[config.mk]
export PLATFORM = sky130hd
export DESIGN_NAME = bias_grad_acc_flat
export DESIGN_NICKNAME = d
export VERILOG_FILES = /design/src/rtl/fxp_pkg.sv /design/src/rtl/bias_grad_acc_if.sv /design/src/rtl/fxp_sat.sv /design/src/rtl/bias_grad_acc.sv /design/src/flat_wrapper.sv
export SDC_FILE = /design/constraint.sdc
export NUM_CORES = 1
export LEC_CHECK = 0
export BUFFER_PORTS_ARGS = -buffer_cell sky130_fd_sc_hd__clkbuf_2
export CORE_MARGIN = 2
export CORE_UTILIZATION = 34
export CTS_CLUSTER_DIAMETER = 50
export DETAILED_ROUTE_END_ITERATION = 10
export PLACE_DENSITY = 0.55
export SETUP_SLACK_MARGIN = 0.1
export SLEW_MARGIN = 25
export SYNTH_ARGS = -nofsm -noshare
export SYNTH_HDL_FRONTEND = slang
export SYNTH_SLANG_ARGS = --single-unit
[constraint.sdc]
create_clock -name clk -period 2.81 [get_ports clk]
set_input_delay 0.281 -clock clk [delete_from_list [all_inputs] [get_ports clk]]
set_output_delay 0.281 -clock clk [all_outputs]
set_load 0.05 [all_outputs]
[src/rtl/fxp_pkg.sv]
// Shared fixed-point definitions for the Q8.8 training datapath: widths,
// the sample type and the accumulator state encoding.
package fxp_pkg;

  localparam int DATA_W = 16;
  localparam int FRAC_W = 8;

  typedef logic signed [DATA_W-1:0] q8_8_t;

  typedef enum logic [0:0] {
    IDLE  = 1'b0,
    ACCUM = 1'b1
  } state_e;

endpackage

[src/rtl/bias_grad_acc_if.sv]
// Sample/result bundle between the activation-derivative stage and the
// bias-gradient accumulator; the master drives samples, the slave returns results.
interface bias_grad_acc_if #(
  parameter int DATA_W = 16
);

  logic                     grad_valid_in;
  logic signed [DATA_W-1:0] grad_data_in;
  logic                     grad_flush_in;
  logic signed [DATA_W-1:0] grad_data_out;
  logic                     grad_valid_out;
  logic                     grad_busy_out;

  modport master (
    output grad_valid_in, grad_data_in, grad_flush_in,
    input  grad_data_out, grad_valid_out, grad_busy_out
  );

  modport slave (
    input  grad_valid_in, grad_data_in, grad_flush_in,
    output grad_data_out, grad_valid_out, grad_busy_out
  );

endinterface

[src/rtl/fxp_sat.sv]
// Signed width reducer: clamps an IN_W-bit value to the OUT_W-bit range,
// returning the most positive or most negative code on overflow.
module fxp_sat #(
  parameter int IN_W  = 18,
  parameter int OUT_W = 16
) (
  input  logic signed [IN_W-1:0]  din,
  output logic signed [OUT_W-1:0] dout
);

  // Value fits when every bit above the target sign bit equals that sign bit.
  logic [IN_W-OUT_W:0] upper;
  logic                fits;

  assign upper = din[IN_W-1:OUT_W-1];
  assign fits  = (&upper) || ~(|upper);

  always_comb begin
    if (fits) begin
      dout = din[OUT_W-1:0];
    end else if (din[IN_W-1]) begin
      dout = {1'b1, {(OUT_W-1){1'b0}}};
    end else begin
      dout = {1'b0, {(OUT_W-1){1'b1}}};
    end
  end

endmodule

[src/rtl/bias_grad_acc.sv]
// Per-column bias-gradient accumulator: sums a batch of Q8.8 error samples and
// emits one saturated word per full or flushed batch. Define BIAS_GRAD_MEAN_EN
// to emit the batch mean (sum >>> BATCH_LOG2) instead of the raw sum.
module bias_grad_acc
  import fxp_pkg::state_e, fxp_pkg::IDLE, fxp_pkg::ACCUM;
#(
  parameter int DATA_W     = fxp_pkg::DATA_W,
  parameter int FRAC_W     = fxp_pkg::FRAC_W,
  parameter int BATCH_LOG2 = 2
) (
  input logic              clk,
  input logic              rst,
  bias_grad_acc_if.slave   bus
);

  localparam int ACC_W = DATA_W + BATCH_LOG2;
  localparam int CNT_W = BATCH_LOG2 + 1;
  localparam logic [CNT_W-1:0] BATCH_CNT = CNT_W'(1 << BATCH_LOG2);

  if (FRAC_W < 0 || FRAC_W >= DATA_W) begin : g_bad_frac
    $error("bias_grad_acc: FRAC_W must lie in [0, DATA_W)");
  end

  state_e                   state_q, state_d;
  logic signed [ACC_W-1:0]  acc_q, acc_d;
  logic [CNT_W-1:0]         cnt_q, cnt_d;
  logic signed [DATA_W-1:0] data_out_q, data_out_d;
  logic                     valid_out_q, valid_out_d;
  logic                     busy_q, busy_d;

  logic signed [ACC_W-1:0]  sample_ext;
  logic signed [ACC_W-1:0]  acc_sum;
  logic signed [ACC_W-1:0]  sat_in;
  logic signed [DATA_W-1:0] sat_out;
  logic                     final_sample;
  logic                     emit;

  fxp_sat #(
    .IN_W  (ACC_W),
    .OUT_W (DATA_W)
  ) u_sat (
    .din  (sat_in),
    .dout (sat_out)
  );

  // NOTE: every signal driven here gets a default first so no path leaves it
  // holding its old value, which would infer a latch.
  always_comb begin
    sample_ext   = ACC_W'(bus.grad_data_in);
    acc_sum      = acc_q + (bus.grad_valid_in ? sample_ext : '0);
    final_sample = bus.grad_valid_in && ((cnt_q + CNT_W'(1)) == BATCH_CNT);
    // A flush in IDLE only closes a batch if it carries a sample to close.
    emit         = final_sample ||
                   (bus.grad_flush_in && (state_q == ACCUM || bus.grad_valid_in));

`ifdef BIAS_GRAD_MEAN_EN
    // Partial batches still divide by the full batch size to keep scale fixed.
    sat_in = acc_sum >>> BATCH_LOG2;
`else
    sat_in = acc_sum;
`endif

    state_d     = state_q;
    acc_d       = acc_sum;
    cnt_d       = bus.grad_valid_in ? cnt_q + CNT_W'(1) : cnt_q;
    data_out_d  = '0;
    valid_out_d = 1'b0;

    if (emit) begin
      state_d     = IDLE;
      acc_d       = '0;
      cnt_d       = '0;
      data_out_d  = sat_out;
      valid_out_d = 1'b1;
    end else if (bus.grad_valid_in) begin
      state_d = ACCUM;
    end

    busy_d = (state_d == ACCUM);
  end

  // NOTE: state is updated with non-blocking assignments so every flop samples
  // the pre-edge values regardless of statement order.
  always_ff @(posedge clk) begin
    if (rst) begin
      state_q     <= IDLE;
      acc_q       <= '0;
      cnt_q       <= '0;
      data_out_q  <= '0;
      valid_out_q <= 1'b0;
      busy_q      <= 1'b0;
    end else begin
      state_q     <= state_d;
      acc_q       <= acc_d;
      cnt_q       <= cnt_d;
      data_out_q  <= data_out_d;
      valid_out_q <= valid_out_d;
      busy_q      <= busy_d;
    end
  end

  assign bus.grad_data_out  = data_out_q;
  assign bus.grad_valid_out = valid_out_q;
  assign bus.grad_busy_out  = busy_q;

endmodule

[src/flat_wrapper.sv]
// flat-port wrapper written by rule: the top's interface ports become plain ports
module bias_grad_acc_flat import fxp_pkg::state_e, fxp_pkg::IDLE, fxp_pkg::ACCUM;
#(
  parameter int DATA_W     = fxp_pkg::DATA_W,
  parameter int FRAC_W     = fxp_pkg::FRAC_W,
  parameter int BATCH_LOG2 = 2
)
  (clk, rst, bus_grad_valid_in, bus_grad_data_in, bus_grad_flush_in, bus_grad_data_out, bus_grad_valid_out, bus_grad_busy_out);
  bias_grad_acc_if #(.DATA_W(DATA_W)) bus_i ();
  input logic clk;
  input logic rst;
  input wire logic [$bits(bus_i.grad_valid_in)-1:0] bus_grad_valid_in;
  input wire logic [$bits(bus_i.grad_data_in)-1:0] bus_grad_data_in;
  input wire logic [$bits(bus_i.grad_flush_in)-1:0] bus_grad_flush_in;
  output wire logic [$bits(bus_i.grad_data_out)-1:0] bus_grad_data_out;
  output wire logic [$bits(bus_i.grad_valid_out)-1:0] bus_grad_valid_out;
  output wire logic [$bits(bus_i.grad_busy_out)-1:0] bus_grad_busy_out;
  assign bus_i.grad_valid_in = bus_grad_valid_in;
  assign bus_i.grad_data_in = bus_grad_data_in;
  assign bus_i.grad_flush_in = bus_grad_flush_in;
  assign bus_grad_data_out = bus_i.grad_data_out;
  assign bus_grad_valid_out = bus_i.grad_valid_out;
  assign bus_grad_busy_out = bus_i.grad_busy_out;
  bias_grad_acc #(.DATA_W(DATA_W), .FRAC_W(FRAC_W), .BATCH_LOG2(BATCH_LOG2)) u_core (.clk(clk), .rst(rst), .bus(bus_i));
endmodule
# --- Yosys cells after proc, flatten, opt, wreduce, memory -nomap -nowiden ---
# Cells that the tools add are included.
totals:
  register_bits: 39
  in_bits: 20
  output_inout_bits: 18
  wordCells: 23
classes:
  addsub: 2
  eq_ne: 1
  n_mux: 4
  n_bitwise: 2
  n_reduce_logical: 9
ops:
  columns: ["cell", "n"]
  rows:
  - ["$mux 16", 2]
  - ["$add 18x18->18", 1]
  - ["$mux 18", 1]
  - ["$reduce_or 2->1", 2]
  - ["$add 3x1->3 const B", 1]
  - ["$eq 3x3->1 const B", 1]
  - ["$logic_or 1x1->1", 3]
  - ["$reduce_and 3->1", 1]
  - ["$reduce_or 3->1", 1]
  - ["$logic_and 1x1->1", 2]
  - ["$not 1->1", 2]
  - ["$mux 1", 1]

# --- Depth between registers and ports, before layout ---
# Gate-level depths: netlist of the first run.
logic_depth:
  ltp_word: 6
  depth_mapped: 14
  mapped_depth_nobuf: 11

# --- By module ---
# A second synthesis of the first run with hierarchy kept.
unflattened:
  hier_cells: 294
  area_unflattened_um2: 2469.9
by_module_without_submodules:
  columns: ["mod", "n_inst", "cells_per_inst", "area_per_inst_um2", "seq_area_each_um2"]
  rows:
  - ["bias_grad_acc", 1, 240, 2149.6, 780.7]
  - ["fxp_sat", 1, 54, 320.3, 0.0]

# --- Worst setup path before layout of the first run ---
# OpenSTA, ideal clock, no wires.
synth_timing:
  path_kind: "input port to flip-flop"
  startpoint: "in bus_grad_valid_in"
  endpoint: "reg u_core.data_out_q[0], in the netlist u_core.bus.grad_data_out[0]"
  setup_ns: 0.127
  t_arrival_ns: 2.945
  required_time_ns: 2.683
  setup_slack_ns: -0.262
  path_stages: 14
  path_buffers: 3
  path_cell_list: "clkbuf_1 clkbuf_1 and2_1 ha_1 inv_1 fa_1 nand2b_1 a21o_1 a311oi_1 o41a_1 nor2_2 buf_4 o211ai_1 o21ai_1"
synth_between:
  elab_chain_cells: 6
  elab_cells_between_ends: 14
  classes_between: "1 x add/sub; 3 x mux; 2 x bitwise; 8 x reduce/logical"
synth_lines:
  columns: ["element", "line", "source"]
  rows:
  - ["start: declaration", "flat_wrapper.sv:12", "input wire logic [$bits(bus_i.grad_valid_in)-1:0] bus_grad_valid_in;"]
  - ["$mux 18", "bias_grad_acc.sv:50", "acc_sum = acc_q + (bus.grad_valid_in ? sample_ext : '0);"]
  - ["$add 18x18->18", "bias_grad_acc.sv:50", null]
  - ["$reduce_or 3->1", "fxp_sat.sv:16", "assign fits = (&upper) || ~(|upper);"]
  - ["$not 1->1", "fxp_sat.sv:16", null]
  - ["$logic_or 1x1->1", "fxp_sat.sv:16", null]
  - ["$mux 16", "fxp_sat.sv:19", "if (fits) begin"]
  - ["end signal: assignment", "bias_grad_acc.sv:96", "data_out_q <= data_out_d;"]
  - ["end: declaration", "bias_grad_acc.sv:27", "logic signed [DATA_W-1:0] data_out_q, data_out_d;"]
# Parallel ways exist; a longest one is shown, timed or not.
# A chain may end at the register's enable or synchronous reset.

# --- Worst setup path in the final report of the first run ---
layout_timing:
  startpoint: "in bus_grad_valid_in"
  endpoint: "reg u_core.data_out_q[12], in the netlist u_core.bus.grad_data_out[12]"
# Same word-level chain as after synthesis.

==> summary.md, run 1 <==
| Metric | Value |
|---|---|
| Power share of the clock group | `around a quarter` |
| Leading area contributor after synthesis | `dfxtp_1` |
| Vias per cell | `a little under 5` |
| Max_slew headroom | `~63%` |
| Ys flop type | `dfxtp_1` |
| Max incr delay on CP | `between 300 and 400 ps` |
| Pre-CTS setup slack | `-17.0 ps` |
| Count of final setup violators | `0` |
| Dpl hpwl | `5.29 mm` |
| Final hold slack | `338 ps` |
| Die width | `between 80 and 90 microns` |
| Worst slew pin tran | `around 560 ps` |
| GRT Total Usage | `between 15 and 20%` |
| Comb pwr share | `a little under two fifths` |
| Power Density | `522 nW/um^2` |
| Clock root buffer | `clkbuf_8` |
| Post_cts resized | `0` |
| Initial antenna violation count | `0` |
| Seq pwr share | `37.3%` |
| Vias in the first global route | `2,125` |
| LEAKAGE | `1.40 nW` |
| Final worst slack | `about 250 ps` |
| DRC | `0` |
| Max Clk Rate | `0.391 GHz` |
| Largest net degree at the start of global routing | `17` |
| CTS Sinks | `39` |
| Longest Clk Path Bufs | `2` |
| RSZ-0062 raised after global routing | `no` |
| Crit path capture type | `register` |
| P&R area growth vs syn | `27.8%` |
| Run status | `complete, no violations` |
| Gr ovfl total | `0` |
| HP Class | `in2reg` |
| Initial DRC count | `~110` |
| Buf+Inv Stages, Crit Path | `3` |
| Antenna Violating Nets Remaining | `0` |
| Crit path arrival time | `roughly 2700 ps` |
| Critical Path RT | `~3000 ps` |
| Yosys top cell area share | `between 30% and 40%` |
| Top Ports | `38` |
| CP top delay family | `compound AO/OA/AOI/OAI gates` |
| Drt wl/cell | `~15 microns` |
| N_diodes | `0` |
| Gpl congestion | `~0.9` |
| Max IR drop VDD | `0.226 mV` |
| Skew final | `between 5 and 6 ps` |
| Port buffer count | `37` |
| Final nets | `roughly 390` |
| Number of synthesized flops with an enable pin | `0` |
| Share of layout cells above drive strength 1 | `between 30 and 40%` |
| Final period util | `between 90% and 100%` |
| Filler cells | `roughly 740` |
| Critical Path, Cell by Cell | `clkbuf_2 -> buf_4 -> and2_1 -> ha_1 -> a21oi_1 -> o21ai_1 -> a221o_1 -> a221oi_2 -> xnor2_2 -> buf_12 -> o311ai_0 -> o21ai_0` |
| Mapped Area | `between 2000 and 2500 sq um` |
| Final Max Slew Viols | `0` |
| Die area | `7960 sq um` |
| Drt first pass iters | `4` |
| Postcts setup bufs | `0` |
| H-tree levels | `2` |
| WL final | `roughly 6.5 mm` |
| Global-route wire length before repair | `between 10 and 15 mm` |
| Synthesized flop and latch total | `39` |
| Sequential area share after synthesis | `approximately a third` |
| Critical path type | `in2reg` |
| P_sw | `slightly below 0.6 mW` |
| Synthesized Nets | `313` |
| Vias | `around 2.2k` |
| Top post-synthesis cells by area | `dfxtp_1, ha_1, and2_1` |
| Rows | `31` |
| Syn. warnings | `0` |
| Max-Cap Viols | `0` |
| CTS buffer count | `5` |
| Netlist cell types | `57` |
| Min Tclk post-route | `about 2600 ps` |
| Die Span Y | `just under 90 microns` |
| Post-Syn Instances | `about 270` |
| CTS hold repair buffers | `0` |
| Internal | `~1.1 mW` |
| Switch share | `about 36%` |
| Starting Density | `34.6%` |
| Mean post-synth cell area | `approximately 9.0 sq um` |
| CP Launch Type | `input port` |
| CP Max Fanout | `10` |
| FFs w/ async S/R, synth | `0%` |
| Slowest CP cell | `a221o_1` |
| Core area | `~7000 sq um` |
| Final hold violations | `0` |
| CTS tree | `yes` |
| Insertion delay to the later sink of the worst-skew pair | `a little under 300 ps` |
| Reg clk slew, reported paths | `80 ps` |
==> tightest hold or removal path: stages <==
cell and delay, ps:
clkbuf_2 80, or3_1 160, a21oi_1 60
==> final timing paths <==
kind              slack (ps)  depth (start not counted)                         from                                      end
setup / recovery         250                         12            bus_grad_valid_in  u_core.bus.grad_data_out[12]$_SDFF_PP0_
hold / removal           340                          3                          rst   u_core.bus.grad_data_out[1]$_SDFF_PP0_
setup reg to reg         320                         11   u_core.acc_q[0]$_SDFF_PP0_   u_core.bus.grad_data_out[0]$_SDFF_PP0_
hold reg to reg          500                          2  u_core.state_q$_SDFFE_PP0P_              u_core.state_q$_SDFFE_PP0P_
==> state kept, by name, summed over array words and instances, names as in the netlist <==
signal	flops
u_core.acc_q	18
u_core.bus.grad_data_out	16
u_core.bus.grad_valid_out	1
u_core.cnt_q	3
u_core.state_q	1
==> power by group through the flow <==
| stage | clock (mW) | sequential, mW | combinational, mW |
|---|---|---|---|
| after floorplan | 0 | 0.691 | 0.340 |
| after global placement | 0 | 0.626 | 0.599 |
| after detailed placement | 0 | 0.628 | 0.601 |
| after CTS | 0.443 | 0.615 | 0.604 |
| after global routing | 0.469 | 0.618 | 0.660 |
| final | 0.430 | 0.614 | 0.604 |
==> routing by layer <==
layer | global-route usage, % | wire (microns) | vias up
li1 | - | - | 1134
met1 | 22.3 | 3060 | 1021
met2 | 29.0 | 3090 | 40
met3 | 3.79 | 240 | 8
met4 | 6.65 | 125 | 0
met5 | 0 | 0 | -
==> cells in the mapped netlist (all sizes together), types with 2 or more instances <==
cell,number
dfxtp,39
nor2,24
a21oi,19
ha,19
nand2,18
and2,16
o21ai,16
o211ai,13
xnor2,10
buf,9
inv,7
o31ai,7
xor2,7
nand3,5
nor2b,5
nor3,5
a211oi,4
a31oi,4
clkbuf,4
nand4,4
a21boi,3
and3,3
and4,3
or3,3
a21o,2
a2bb2oi,2
nand2b,2
o211a,2
o21a,2
o21bai,2
o22ai,2
o311ai,2
or2,2
==> stage by stage <==
stage                     utilization (%)  TNS, ps  area, sq um  power [mW]  std cells
final                                44.2        0         3160        1.65        446
after global routing                 44.2        0         3160        1.75        446
after global placement               42.7    -68.4         3050        1.23        438
after floorplan                         -        0         2500        1.03        273
after detailed placement             42.7    -34.9         3050        1.23        438
after CTS                            44.2        0         3150        1.66        446
==> layout make-up <==
class                   count  area (sq um)  share of cell area, %
inverters                   8          30.0                  0.952
clock buffers               7          96.3                   3.05
multi-input cells         213          1590                   50.4
repair buffers             79           526                   16.7
well taps                  99           124                   3.93
flip-flops and latches     39           781                   24.7
clock inverters             1          7.51                  0.238
==> placed cells by master, fill, tap and decap left out, types with 7 or more instances in the layout <==
cell type and n:
xnor2_1 9, o211ai_2 7, dfxtp_1 39, clkbuf_2 37
and2_1 16, buf_4 40, ha_1 17, a21oi_1 16
o21ai_1 7, nand2_1 17, clkbuf_8 7, nor2_1 23
inv_1 7, o21ai_0 7, xor2_1 7
==> logic make-up (layout without fill, tap and decap cells) <==
family	after synthesis	after routing	synth area share, %
simple gates	90	90	18.7
compound gates	85	85	27.8
flops	39	39	31.6
buf+inv	21	95	4.76
fa+ha+maj	20	20	10.4
xor+xnor	17	17	6.34
mux	1	1	0.405
Power figures use the tool's default switching activity.
==> run 2: changes to the inputs <==
- PLACE_DENSITY: 0.55 -> 0.52
==> summary.md, run 2 (same netlist as run 1, synthesis figures left out) <==
| Metric | Value |
|---|---|
| Core area | `7140 sq um (unchanged)` |
| RR Endpoint | `u_core.bus.grad_data_out[8]$_SDFF_PP0_` |
| GRT Total Usage | `18.0% (+0.42 points)` |
| P&R area growth vs syn | `29.7%` |
| CTS Sinks | `39 (unchanged)` |
| Buf+Inv Stages, Crit Path | `4 (+1)` |
| Reg2Reg Depth | `11 (unchanged)` |
| Drt first pass iters | `4 (unchanged)` |
| Most common cell after layout, fill and taps aside | `buf_4` |
| Most frequent cells in the layout | `buf_4, dfxtp_1, clkbuf_2, nor2_1, ha_1` |
| Min Tclk post-route | `2550 ps (-6.24 ps)` |
| Filler cells | `738 (+0.27%)` |
| Initial antenna violation count | `0 (unchanged)` |
| Global-route wire length before repair | `10.8 mm (+4.0%)` |
| Count of final setup violators | `0 (unchanged)` |
| Max Clk Rate | `0.392 GHz (+0.25%)` |
| Antenna Violating Nets Remaining | `0 (unchanged)` |
| Max_slew headroom | `65.7% (+3.0 points)` |
| Final hold violations | `0 (unchanged)` |
| CP Launch Type | `input port` |
| Starting Density | `34.6% (unchanged)` |
| Final nets | `395 (+2.3%)` |
| Critical Path, Cell by Cell | `buf_2 -> and2_1 -> ha_2 -> inv_1 -> fa_2 -> nand2b_4 -> a21o_1 -> a311oi_2 -> nor3_1 -> buf_4 -> or2_4 -> buf_4 -> o31ai_2` |
| Initial DRC count | `100 (-12%)` |
| Die area | `7960 sq um (unchanged)` |
| Design Area, Final | `3200 sq um (+1.5%)` |
| Vias | `2,254 (+2.3%)` |
| Longest Clk Path Bufs | `2 (unchanged)` |
| Hold_sp | `rst` |
| Crit path arrival time | `2760 ps (+40 ps)` |
| Slowest CP cell | `fa_2` |
| Grt peak-use layer | `met2` |
| Largest Register | `u_core.acc_q` |
| GRT met1 Usage | `22.1% (-0.21 points)` |
| Gpl congestion | `0.907 (+1.0%)` |
| Largest register FFs | `18 (unchanged)` |
| Power Density | `514 nW/um^2 (-1.7%)` |
| Crit path capture type | `register` |
| Grt met2 use | `32.2% (+3.2 points)` |
| Reg2reg setup slack | `350 ps (+30 ps)` |
| Final hold slack | `332 ps (-6.03 ps)` |
| HP Class | `in2reg` |
| CP Max Fanout | `16 (+6)` |
| Dpl hpwl | `5.41 mm (+2.1%)` |
| Min-Delay Endpoint | `u_core.bus.grad_data_out[15]$_SDFF_PP0_` |
| CTS tree | `yes` |
| Critical path type | `in2reg` |
| Insertion delay to the later sink of the worst-skew pair | `300 ps (about the same)` |
| Reg clk slew, reported paths | `80 ps (about the same)` |
| WL final | `6.68 mm (+2.5%)` |
| Critical Path RT | `3020 ps (+40 ps)` |
| Rows | `31 (unchanged)` |
| Share of layout cells above drive strength 1 | `36.0% (+1.4 points)` |
| Clock root buffer | `clkbuf_8` |
| Gr ovfl total | `0 (unchanged)` |
| CTS buffer count | `5 (unchanged)` |
| DRC | `0 (unchanged)` |
| Max IR drop VDD | `0.220 mV (-2.4%)` |
| Worst slew pin tran | `511 ps (-44.3 ps)` |
| Vias in the first global route | `2,215 (+4.2%)` |
| H-tree levels | `2 (unchanged)` |
| Top Ports | `38 (unchanged)` |
| Max incr delay on CP | `330 ps (about the same)` |
| Run status | `complete, no violations` |
| Die Span Y | `89.2 microns (unchanged)` |
| Skew final | `4.36 ps (-0.977 ps)` |
| Most used cell along the critical path | `buf_4` |
| Hold Crit Depth | `3 (unchanged)` |
| Port buffer count | `37 (unchanged)` |
| Vias per cell | `4.95 (+0.29%)` |
| FF-to-FF Start | `u_core.acc_q[0]$_SDFF_PP0_` |
| Max-Cap Viols | `0 (unchanged)` |
| Largest net degree at the start of global routing | `17 (unchanged)` |
| Post-Place Cell Area | `3120 sq um (+2.2%)` |
| LEAKAGE | `1.43 nW (+2.3%)` |
| Drt wl/cell | `14.7 microns (+0.49%)` |
| GR Util met3 | `3.05% (-0.74 points)` |
| RSZ-0062 raised after global routing | `no` |
| CP top delay family | `compound AO/OA/AOI/OAI gates` |
| Final Max Slew Viols | `0 (unchanged)` |
| N_diodes | `0 (unchanged)` |
| Final period util | `90.7% (-0.22 points)` |
| Die width | `89.2 microns (unchanged)` |
## run 2: area by class of cell
| type | count | area (sq um) | area share, % |
|---|---|---|---|
| sequential | 39 | 781 | 24.4 |
| tap | 99 | 124 | 3.87 |
| multi-input combinational | 213 | 1590 | 49.6 |
| clock inverter | 2 | 12.5 | 0.391 |
| timing repair buffer | 88 | 593 | 18.5 |
| inverter | 8 | 30.0 | 0.938 |
| clock buffer | 6 | 72.6 | 2.27 |
## run 2: metrics by stage
step / power (mW) / instances / TNS (ps) / utilization (%) / worst slack (ps)
global placement: 1.26 / 447 / -466 / 43.7 / -81.0
finish: 1.64 / 455 / 0 / 44.9 / 261
global route: 1.74 / 455 / 0 / 44.9 / 120
CTS: 1.65 / 455 / 0 / 44.9 / 208
floorplan: 1.03 / 273 / 0 / - / 132
detailed placement: 1.26 / 447 / -623 / 43.7 / -101
## run 2: worst max-delay path by stage
stage	start	endpoint	slack [ps]	depth (start not counted)
2_1_floorplan	bus_grad_valid_in	u_core.bus.grad_data_out[14]$_SDFF_PP0_	130	13
3_3_place_gp	bus_grad_valid_in	u_core.bus.grad_data_out[8]$_SDFF_PP0_	-80	13
3_5_place_dp	bus_grad_valid_in	u_core.bus.grad_data_out[8]$_SDFF_PP0_	-100	13
4_1_cts	bus_grad_valid_in	u_core.bus.grad_data_out[8]$_SDFF_PP0_	210	13
5_1_grt	bus_grad_valid_in	u_core.bus.grad_data_out[1]$_SDFF_PP0_	120	14
6_report	bus_grad_valid_in	u_core.bus.grad_data_out[8]$_SDFF_PP0_	260	13
## run 2: layer usage
metal | share of wire, % | vias up
met5 | 0 | -
met4 | 1.3 | 0
met3 | 3.3 | 7
met2 | 49 | 38
met1 | 47 | 1052
li1 | - | 1157
## run 2: worst reg2reg max path, cell delays in order (launching register included)
cell	delay [ps]
dfxtp_1	320
ha_2	170
inv_1	50
fa_2	330
nand2b_4	160
a21o_1	180
a311oi_2	250
nor3_1	100
buf_4	150
or2_4	240
buf_4	170
o31ai_2	260
## run 2: report_power, final
| group | internal [mW] | switching [mW] |
|---|---|---|
| clock | 0.174 | 0.221 |
| combinational | 0.261 | 0.376 |
| sequential | 0.597 | 0.0160 |
| total | 1.03 | 0.612 |
## run 2: what timing repair did
action / in CTS / in global routing
hold buffers: 0 / 0
resized for setup: 0 / 2
setup buffers: 0 / 0
endpoints found under the setup margin: 0 / 2
==> run 3: changes to the inputs <==
- CORE_ASPECT_RATIO: unset -> 0.6
==> summary.md, run 3 (same netlist as run 1, synthesis figures left out) <==
| Metric | Value |
|---|---|
| Run status | `complete, no violations` |
| Worst slew pin tran | `412 ps (-99.3 ps)` |
| CTS buffer count | `5 (unchanged)` |
| Final worst slack | `215 ps (-45.7 ps)` |
| Initial DRC count | `85 (-15%)` |
| CTS Sinks | `39 (unchanged)` |
| Drt first pass iters | `4 (unchanged)` |
| Antenna Violating Nets Remaining | `0 (unchanged)` |
| Rows | `24 (-23%)` |
| Largest Register | `u_core.acc_q` |
| P&R area growth vs syn | `34.7%` |
| CP Max Fanout | `4 (-12)` |
| Gpl congestion | `0.884 (-2.6%)` |
| Starting Density | `34.5% (-0.048 points)` |
| RSZ-0062 raised after global routing | `no` |
| CTS tree | `yes` |
| Die width | `114 microns (+28%)` |
| Max-Cap Viols | `0 (unchanged)` |
| CP Launch Type | `register` |
| HP Class | `in2reg` |
| Most frequent cells in the layout | `buf_4, dfxtp_1, clkbuf_2, nor2_1, ha_1` |
| Longest Clk Path Bufs | `2 (unchanged)` |
| Top Ports | `38 (unchanged)` |
| Final Max Slew Viols | `0 (unchanged)` |
| Vias per cell | `4.86 (-1.9%)` |
| Hold Crit Depth | `3 (unchanged)` |
| LEAKAGE | `1.49 nW (+4.5%)` |
| Max IR drop VDD | `0.235 mV (+6.7%)` |
| GRT Total Usage | `17.4% (-0.52 points)` |
| H-tree levels | `2 (unchanged)` |
| DRC | `0 (unchanged)` |
| Setup TNS | `0 ps (unchanged)` |
| Critical Path RT | `2980 ps (-40 ps)` |
| Die Span Y | `70 microns (-22%)` |
| Vias in the first global route | `2,041 (-7.9%)` |
| Skew final | `5.79 ps (+1.43 ps)` |
| WL final | `6.77 mm (+1.3%)` |
| FF-to-FF Start | `u_core.acc_q[0]$_SDFF_PP0_` |
| Crit path capture type | `register` |
| Clock root buffer | `clkbuf_16` |
| Insertion delay to the later sink of the worst-skew pair | `280 ps (-20 ps)` |
| Core area | `7150 sq um (+0.14%)` |
| N_diodes | `0 (unchanged)` |
| Die area | `7980 sq um (+0.28%)` |
| Drt wl/cell | `15.0 microns (+2.4%)` |
| Min-Delay Endpoint | `u_core.bus.grad_data_out[15]$_SDFF_PP0_` |
| Port buffer count | `37 (unchanged)` |
| Initial antenna violation count | `0 (unchanged)` |
| Vias | `2,186 (-3.0%)` |
| Largest net degree at the start of global routing | `23 (+6)` |
| Final hold slack | `361 ps (+29.1 ps)` |
| Pre-CTS setup slack | `-14.3 ps (+86.6 ps)` |
| Count of final setup violators | `0 (unchanged)` |
| Dpl hpwl | `5.47 mm (+1.3%)` |
| Most common cell after layout, fill and taps aside | `buf_4` |
| Power Density | `545 nW/um^2 (+6.2%)` |
| Share of layout cells above drive strength 1 | `36.8% (+0.81 points)` |
| Max Clk Rate | `0.385 GHz (-1.8%)` |
| Final period util | `92.3% (+1.6 points)` |
| RR Endpoint | `u_core.bus.grad_data_out[13]$_SDFF_PP0_` |
| Gr ovfl total | `0 (unchanged)` |
| Hold_sp | `rst` |
| Global-route wire length before repair | `10.7 mm (-1.5%)` |
| Reg2reg setup slack | `220 ps (-130 ps)` |
| Min Tclk post-route | `2590 ps (+45.7 ps)` |
| Crit path arrival time | `2760 ps (about the same)` |
| Largest register FFs | `18 (unchanged)` |
| Max_slew headroom | `72.3% (+6.6 points)` |
| Critical path type | `reg2reg` |
| Final hold violations | `0 (unchanged)` |
| Reg2Reg Depth | `11 (unchanged)` |
| Reg clk slew, reported paths | `60 ps (-20 ps)` |
| Final nets | `398 (+0.76%)` |
run 3: cell count changes in the layout (fill, tap and decap cells not counted), moves of 2 or more:
cell       before  now
clkbuf_16       0    5
a21oi_1        16   14
buf_12          2    4
a21oi_2         2    4
clkbuf_8        5    0
run 3: worst max-delay path: stages, from the launching register on:
cell,delay (ps)
dfxtp_1,330
ha_2,180
inv_1,60
fa_2,360
nand2b_4,170
a21o_1,190
a311oi_2,310
o41a_1,270
nor2_2,70
buf_4,170
o311ai_2,290
o21ai_2,80
run 3: per-layer routing:
metal,part of all wire (%),track usage (%),routed length [microns],up-vias
met2,34,20.6,2310,50
met4,0.12,1.63,8,0
met3,6.4,4.17,430,2
met5,0,0,0,-
li1,-,-,-,1163
met1,59,30.6,4020,971
run 3: through the flow:
step / util, % / power [mW] / std cells / instance area (sq um)
after CTS: 46.1 / 1.81 / 450 / 3300
after floorplan: - / 1.03 / 273 / 2500
after detailed placement: 44.1 / 1.26 / 442 / 3150
after global placement: 44.1 / 1.26 / 442 / 3150
final: 46.5 / 1.81 / 450 / 3330
after global routing: 46.5 / 1.90 / 450 / 3330
run 3: how the worst max path moves through the flow:
| stage | start | to | slack [ps] | cells after the start |
|---|---|---|---|---|
| final | u_core.acc_q[0]$_SDFF_PP0_ | u_core.bus.grad_data_out[13]$_SDFF_PP0_ | 220 | 11 |
| after global routing | u_core.acc_q[0]$_SDFF_PP0_ | u_core.bus.grad_data_out[3]$_SDFF_PP0_ | 90 | 11 |
| after CTS | u_core.acc_q[0]$_SDFF_PP0_ | u_core.bus.grad_data_out[13]$_SDFF_PP0_ | 210 | 11 |
| after detailed placement | bus_grad_valid_in | u_core.bus.grad_data_out[12]$_SDFF_PP0_ | -10 | 12 |
| after global placement | bus_grad_valid_in | u_core.bus.grad_data_out[12]$_SDFF_PP0_ | -40 | 12 |
| after floorplan | bus_grad_valid_in | u_core.bus.grad_data_out[14]$_SDFF_PP0_ | 130 | 13 |
run 3: final cells by class:
cell class,count,area (sq um)
sequential,39,781
timing repair buffer,91,641
multi-input combinational,213,1620
clock buffer,6,129
tap,91,114
clock inverter,2,12.5
fill,697,3820
inverter,8,30.0
run 3: timing repair:
action / CTS / global route
resized for setup: 0 / 4
hold buffers: 0 / 0
endpoints found under the setup margin: 0 / 2
setup buffers: 0 / 0
run 3: where the power goes:
part | total (mW) | internal (mW) | switching, mW
registers | 0.617 | 0.598 | 0.0190
logic | 0.643 | 0.262 | 0.381
clock network | 0.553 | 0.327 | 0.225
total | 1.81 | 1.19 | 0.625
